--- src/rtl/uart_pkg.sv ---
// rtl/uart_pkg.sv - shared types and constants for the UART transmit path.
package uart_pkg;

  typedef enum logic [2:0] {
    IDLE,
    START,
    DATA,
    PAR,
    STOP
  } uart_tx_state_t;

  localparam int PAR_NONE = 0;
  localparam int PAR_EVEN = 1;
  localparam int PAR_ODD  = 2;

  localparam int DEFAULT_CLKS_PER_BIT = 868;

  function automatic logic parity_bit(input logic [7:0] data, input int mode);
    return (mode == PAR_ODD) ? ~(^data) : (^data);
  endfunction

endpackage

--- src/rtl/uart_bit_timer.sv ---
// rtl/uart_bit_timer.sv - bit-period timer; bit_done marks the last cycle of each bit.
module uart_bit_timer
  import uart_pkg::*;
#(
  parameter int CLKS_PER_BIT = DEFAULT_CLKS_PER_BIT
) (
  input  logic clk,
  input  logic rst,
  input  logic restart,
  output logic bit_done
);

  localparam int CNT_W = $clog2(CLKS_PER_BIT + 1);
  localparam logic [CNT_W-1:0] LAST = CNT_W'(CLKS_PER_BIT - 1);

  logic [CNT_W-1:0] cnt_q, cnt_d;

  assign bit_done = (cnt_q == LAST);

  always_comb begin
    cnt_d = cnt_q + CNT_W'(1);
    if (restart || bit_done) begin
      cnt_d = '0;
    end
  end

  always_ff @(posedge clk or posedge rst) begin
    if (rst) begin
      cnt_q <= '0;
    end else begin
      cnt_q <= cnt_d;
    end
  end

endmodule

--- src/rtl/uart_tx.sv ---
// rtl/uart_tx.sv - UART transmitter: one-deep holding register, 8 data bits LSB-first,
// optional parity, one stop bit, back-to-back frames without idle gap.
module uart_tx
  import uart_pkg::*;
#(
  parameter int CLKS_PER_BIT = DEFAULT_CLKS_PER_BIT,
  parameter int PARITY       = PAR_NONE
) (
  input  logic       clk,
  input  logic       rst,
  input  logic [7:0] in_data,
  input  logic       in_valid,
  output logic       in_ready,
  output logic       tx,
  output logic       busy
);

  uart_tx_state_t state_q, state_d;
  logic [7:0]     hold_q, hold_d;
  logic           hold_full_q, hold_full_d;
  logic [7:0]     shift_q, shift_d;
  logic [2:0]     idx_q, idx_d;
  logic           par_q, par_d;
  logic           tx_q, tx_d;
  logic           bit_done;
  logic           load;
  logic           accept;

  // Timer is held at zero while idle so START always gets a full bit time.
  uart_bit_timer #(
    .CLKS_PER_BIT(CLKS_PER_BIT)
  ) u_bit_timer (
    .clk     (clk),
    .rst     (rst),
    .restart (state_q == IDLE),
    .bit_done(bit_done)
  );

  assign in_ready = ~hold_full_q;
  assign accept   = in_valid && ~hold_full_q;
  assign busy     = (state_q != IDLE) || hold_full_q;
  assign tx       = tx_q;

  always_comb begin
    state_d     = state_q;
    hold_d      = hold_q;
    hold_full_d = hold_full_q;
    shift_d     = shift_q;
    idx_d       = idx_q;
    par_d       = par_q;
    load        = 1'b0;

    case (state_q)
      IDLE: begin
        if (hold_full_q) begin
          load    = 1'b1;
          state_d = START;
        end
      end
      START: begin
        if (bit_done) begin
          state_d = DATA;
          idx_d   = 3'd0;
        end
      end
      DATA: begin
        if (bit_done) begin
          shift_d = shift_q >> 1;
          idx_d   = idx_q + 3'd1;
          if (idx_q == 3'd7) begin
            state_d = (PARITY != PAR_NONE) ? PAR : STOP;
          end
        end
      end
      PAR: begin
        if (bit_done) begin
          state_d = STOP;
        end
      end
      STOP: begin
        if (bit_done) begin
          if (hold_full_q) begin
            load    = 1'b1;
            state_d = START;
          end else begin
            state_d = IDLE;
          end
        end
      end
      default: state_d = IDLE;
    endcase

    if (load) begin
      shift_d     = hold_q;
      par_d       = parity_bit(hold_q, PARITY);
      hold_full_d = 1'b0;
    end
    // A byte accepted on the load edge overrides the clear above.
    if (accept) begin
      hold_d      = in_data;
      hold_full_d = 1'b1;
    end

    case (state_d)
      START:   tx_d = 1'b0;
      DATA:    tx_d = shift_d[0];
      PAR:     tx_d = par_d;
      default: tx_d = 1'b1;
    endcase
  end

  always_ff @(posedge clk or posedge rst) begin
    if (rst) begin
      state_q     <= IDLE;
      hold_q      <= '0;
      hold_full_q <= 1'b0;
      shift_q     <= '0;
      idx_q       <= '0;
      par_q       <= 1'b0;
      tx_q        <= 1'b1;
    end else begin
      state_q     <= state_d;
      hold_q      <= hold_d;
      hold_full_q <= hold_full_d;
      shift_q     <= shift_d;
      idx_q       <= idx_d;
      par_q       <= par_d;
      tx_q        <= tx_d;
    end
  end

endmodule

--- config.mk ---
export PLATFORM = sky130hd
export DESIGN_NAME = uart_tx
export DESIGN_NICKNAME = d
export VERILOG_FILES = /design/src/rtl/uart_pkg.sv /design/src/rtl/uart_bit_timer.sv /design/src/rtl/uart_tx.sv
export SDC_FILE = /design/constraint.sdc
export NUM_CORES = 1
export LEC_CHECK = 0
export ABC_AREA = 0
export BUFFER_PORTS_ARGS = -buffer_cell sky130_fd_sc_hd__buf_2
export CORE_MARGIN = 2
export CORE_UTILIZATION = 58
export DETAILED_ROUTE_END_ITERATION = 8
export PLACE_DENSITY = 0.87
export SLEW_MARGIN = 20
export SYNTH_ARGS = -nofsm -noshare
export SYNTH_HDL_FRONTEND = slang
export SYNTH_SLANG_ARGS = --single-unit
--- constraint.sdc ---
create_clock -name clk -period 2.1 [get_ports clk]
set_input_delay 0.63 -clock clk [delete_from_list [all_inputs] [get_ports clk]]
set_output_delay 0.63 -clock clk [all_outputs]
set_load 0.02 [all_outputs]
==> metrics.log <==
[metrics] outcome: completed
[metrics] setup repair after global routing missed its margin: yes
[metrics] final count of negative-setup-slack endpoints: 0
[metrics] first-pass detailed-route iteration total: 4
[metrics] number of storage elements in the synthesis netlist: 35
[metrics] synth-to-layout area growth: 12.4%
[metrics] maximum single-stage delay on the critical path: 0.52 ns
[metrics] Iteration-0 DRC Markers: 38
[metrics] final design utilization: 0.689
[metrics] most numerous cell types in the synthesized netlist: sky130_fd_sc_hd__dfrtp_1 (34), sky130_fd_sc_hd__nor2_1 (17), sky130_fd_sc_hd__a22o_1 (11), sky130_fd_sc_hd__xnor2_1 (11), sky130_fd_sc_hd__mux2_2 (9)
[metrics] Synth warnings: 0
[metrics] net switching fraction of the power: 0.340
[metrics] dpl ws: 0.295 ns
[metrics] Worst VDD drop: 1220 µV
[metrics] count of vias placed by the detailed router: 1186
[metrics] post-detailed-route DRC marker count: 0
[metrics] detailed placer's ending HPWL: 2320 µm
[metrics] area taken by flip-flops and latches: 880 µm²
[metrics] internal power of the cells: 1500 µW
[metrics] number of library cell types mapped by synthesis: 35
[metrics] cell area after synthesis: 1690 µm²
[metrics] CTS tree: done
[metrics] TritonCTS Sinks: 35
[metrics] final setup skew: 0.0135 ns
[metrics] net count after synthesis: 160
[metrics] clock latency reported for the late side of the worst-skew pair: 0.34 ns
[metrics] number of hold violations in the final report: 0
[metrics] slew at the pin with the worst max-slew slack: 0.681 ns
[metrics] R2R Path End: tx
[metrics] CTS Buffer Depth: 2
[metrics] setup slack of the most critical reg-to-reg path: 0.27 ns
[metrics] Nets: 181
[metrics] largest fanout on the critical path: 2
[metrics] Critical Path Sink Type: primary output
[metrics] arrival time at the worst endpoint: 1.45 ns
[metrics] cell row count: 19
[metrics] Power per Cell Area: 1200 nW/µm²
[metrics] reg-to-reg startpoint: u_bit_timer.cnt_q[2]
[metrics] final weighted congestion in routability-driven placement: 0.789
[metrics] number of flops mapped to enable cells by yosys: 0
[metrics] antenna violations before repair: 0
[metrics] overall power: 2270 µW
[metrics] number of levels in the clock H-tree: 2
[metrics] proportion of power drawn by the clock network: 0.180
[metrics] final-layout fill cell count: 208
[metrics] placed instance count: 189
[metrics] count of non-filler cells in the finished layout: 199
[metrics] CTS Root Buffer Type: sky130_fd_sc_hd__clkbuf_4
[metrics] global-route total usage across every layer: 0.228
[metrics] combinational fraction of design power: 0.334
[metrics] GR Overflow Total: 0
[metrics] biggest area consumer among synthesized cells: sky130_fd_sc_hd__dfrtp_1
[metrics] share of final-layout standard cells stronger than drive strength 1: 0.268
[metrics] initial core utilization: 0.613
[metrics] WS Path Type: register to primary output
[metrics] achievable frequency: 482 MHz
[metrics] largest net degree at the start of global routing: 36
[metrics] fraction of the yosys area taken by sequential cells: 0.519
[metrics] static power due to leakage: 0.000915 µW
[metrics] Slew HR: 0.544
[metrics] width of the die: 58.0 µm
[metrics] Synth Flop Type: sky130_fd_sc_hd__dfrtp_1
[metrics] buffers added on ports: 13
[metrics] Detail Route Antenna Nets: 0
[metrics] number of global-route vias before repair: 1265
[metrics] leading cell types by total area after synthesis: sky130_fd_sc_hd__dfrtp_1 (50%), sky130_fd_sc_hd__mux2_2 (6.0%), sky130_fd_sc_hd__a22o_1 (5.7%)
[metrics] period utilisation layout: 0.989
[metrics] kind of cell adding the most delay to the critical path: simple AND/OR/NAND/NOR gates
[metrics] Max stage delay cell, worst path: sky130_fd_sc_hd__or4_4
[metrics] global-route wire length before repair: 5710 µm
[metrics] Routed wire per std cell: 16.3 µm
[metrics] sequence of cells on the critical path: or4_4, buf_6
[metrics] cell with the most instances after synthesis: sky130_fd_sc_hd__dfrtp_1
[metrics] number of buffers created by CTS: 5
[metrics] detailed-route vias per instance: 5.96
[metrics] Seq pwr share: 0.485
[metrics] Synth async-reset ratio: 1.00
[metrics] total length of routed wires: 3240 µm
[metrics] area occupied by multi-input gates: 777 µm²
[metrics] Worst Path Buf+Inv: 1
[metrics] Slew Limit Fails: 0
[metrics] Core Region: 2760 µm²
[metrics] Critical Path Start Type: register
[metrics] # diodes: 0
[metrics] path class of the lowest-slack min-delay path: primary input to asynchronous set/reset pin
[metrics] area enclosed by the die boundary: 3360 µm²
[metrics] Worst R2R Path Depth: 5
[metrics] power spent charging and discharging nets: 771 µW
[metrics] post-CTS clock slew at the launch and capture registers of the worst setup and hold paths: 0.10 ns
[metrics] top-level I/O count: 14
[metrics] minimum clock period after layout: 2.08 ns
[metrics] average size of a mapped cell: 11.6 µm²
[metrics] setup ws final: 0.0236 ns
[metrics] Max-cap violations: 0
[metrics] vertical die dimension: 58.0 µm
[metrics] required time of the critical path: 1.47 ns
[metrics] proportion of netlist area held by the largest area contributor: 0.504
[metrics] number of instances in the synthesized netlist: 146
==> layout by cell type, fill, tap and decap left out, types with 4 or more instances in the layout <==
master	instances
sky130_fd_sc_hd__dfrtp_1	32
sky130_fd_sc_hd__a22o_1	11
sky130_fd_sc_hd__buf_4	7
sky130_fd_sc_hd__and3_1	5
sky130_fd_sc_hd__clkbuf_4	5
sky130_fd_sc_hd__mux2_2	9
sky130_fd_sc_hd__buf_2	12
sky130_fd_sc_hd__xnor2_1	11
sky130_fd_sc_hd__xor2_1	4
sky130_fd_sc_hd__a21o_1	6
sky130_fd_sc_hd__nand3_1	5
sky130_fd_sc_hd__nor2_1	17
sky130_fd_sc_hd__a21oi_1	4
==> cell families after synthesis <==
kind of cell,after synthesis,share of synthesized area
buf+inv,9,0.0259
mux,10,0.0659
flops,35,0.519
simple gates,45,0.153
xor+xnor,15,0.0778
compound gates,29,0.136
fa+ha+maj,3,0.0222
==> tightest hold or removal path, cell delays in order <==
cell	delay, ns
sky130_fd_sc_hd__buf_2	0.09
sky130_fd_sc_hd__inv_1	0.04
sky130_fd_sc_hd__buf_4	0.38
==> through the flow <==
stage | hold WS, ns | setup TNS, ns | area [µm²]
after global routing | 0.389 | -0.00935 | 1900
after detailed placement | 0.468 | 0 | 1800
final | 0.359 | 0 | 1900
after floorplan | 0.447 | 0 | 1690
after global placement | 0.458 | 0 | 1800
after CTS | 0.362 | 0 | 1880
==> routing by layer <==
layer,GRT usage,share of wire,wire [µm]
met4,0.130,0.042,135
met5,0,0,0
met3,0.0714,0.043,139
met2,0.362,0.51,1650
met1,0.277,0.41,1320
==> worst max path at each step <==
stage,from,to,cells past startpoint
global route,state_q[1],busy,2
CTS,state_q[1],busy,2
global placement,state_q[1],busy,2
finish,state_q[1],busy,2
floorplan,state_q[2],busy,2
detailed placement,state_q[1],busy,2
==> registers in the layout, indices dropped and copies added, names as in the netlist <==
name               flops
tx                     1
shift_q                8
hold_q                 8
u_bit_timer.cnt_q     10
par_q                  1
state_q                3
hold_full_q            1
idx_q                  3
==> power by group through the flow <==
stage	Sequential [µW]	Clock (µW)	Combinational [µW]
3_5_place_dp	1110	0	754
3_3_place_gp	1100	0	699
5_1_grt	1130	454	845
6_report	1100	410	759
4_1_cts	1100	419	767
2_1_floorplan	1060	0	615
==> timing repair <==
| action | CTS | global route |
|---|---|---|
| resized for setup | 2 | 3 |
| hold buffers | 0 | 0 |
| setup endpoints to repair | 1 | 1 |
| hold endpoints to repair | 0 | 0 |
| buffers inserted | 2 | 0 |
==> final cells by class <==
cell class / count / share of cell area
multi-input cells: 102 / 0.409
repair buffers: 20 / 0.0652
clock buffers: 8 / 0.0362
well taps: 31 / 0.0204
inverters: 3 / 0.00593
flip-flops and latches: 35 / 0.463
(Power assumes the default switching activity.)
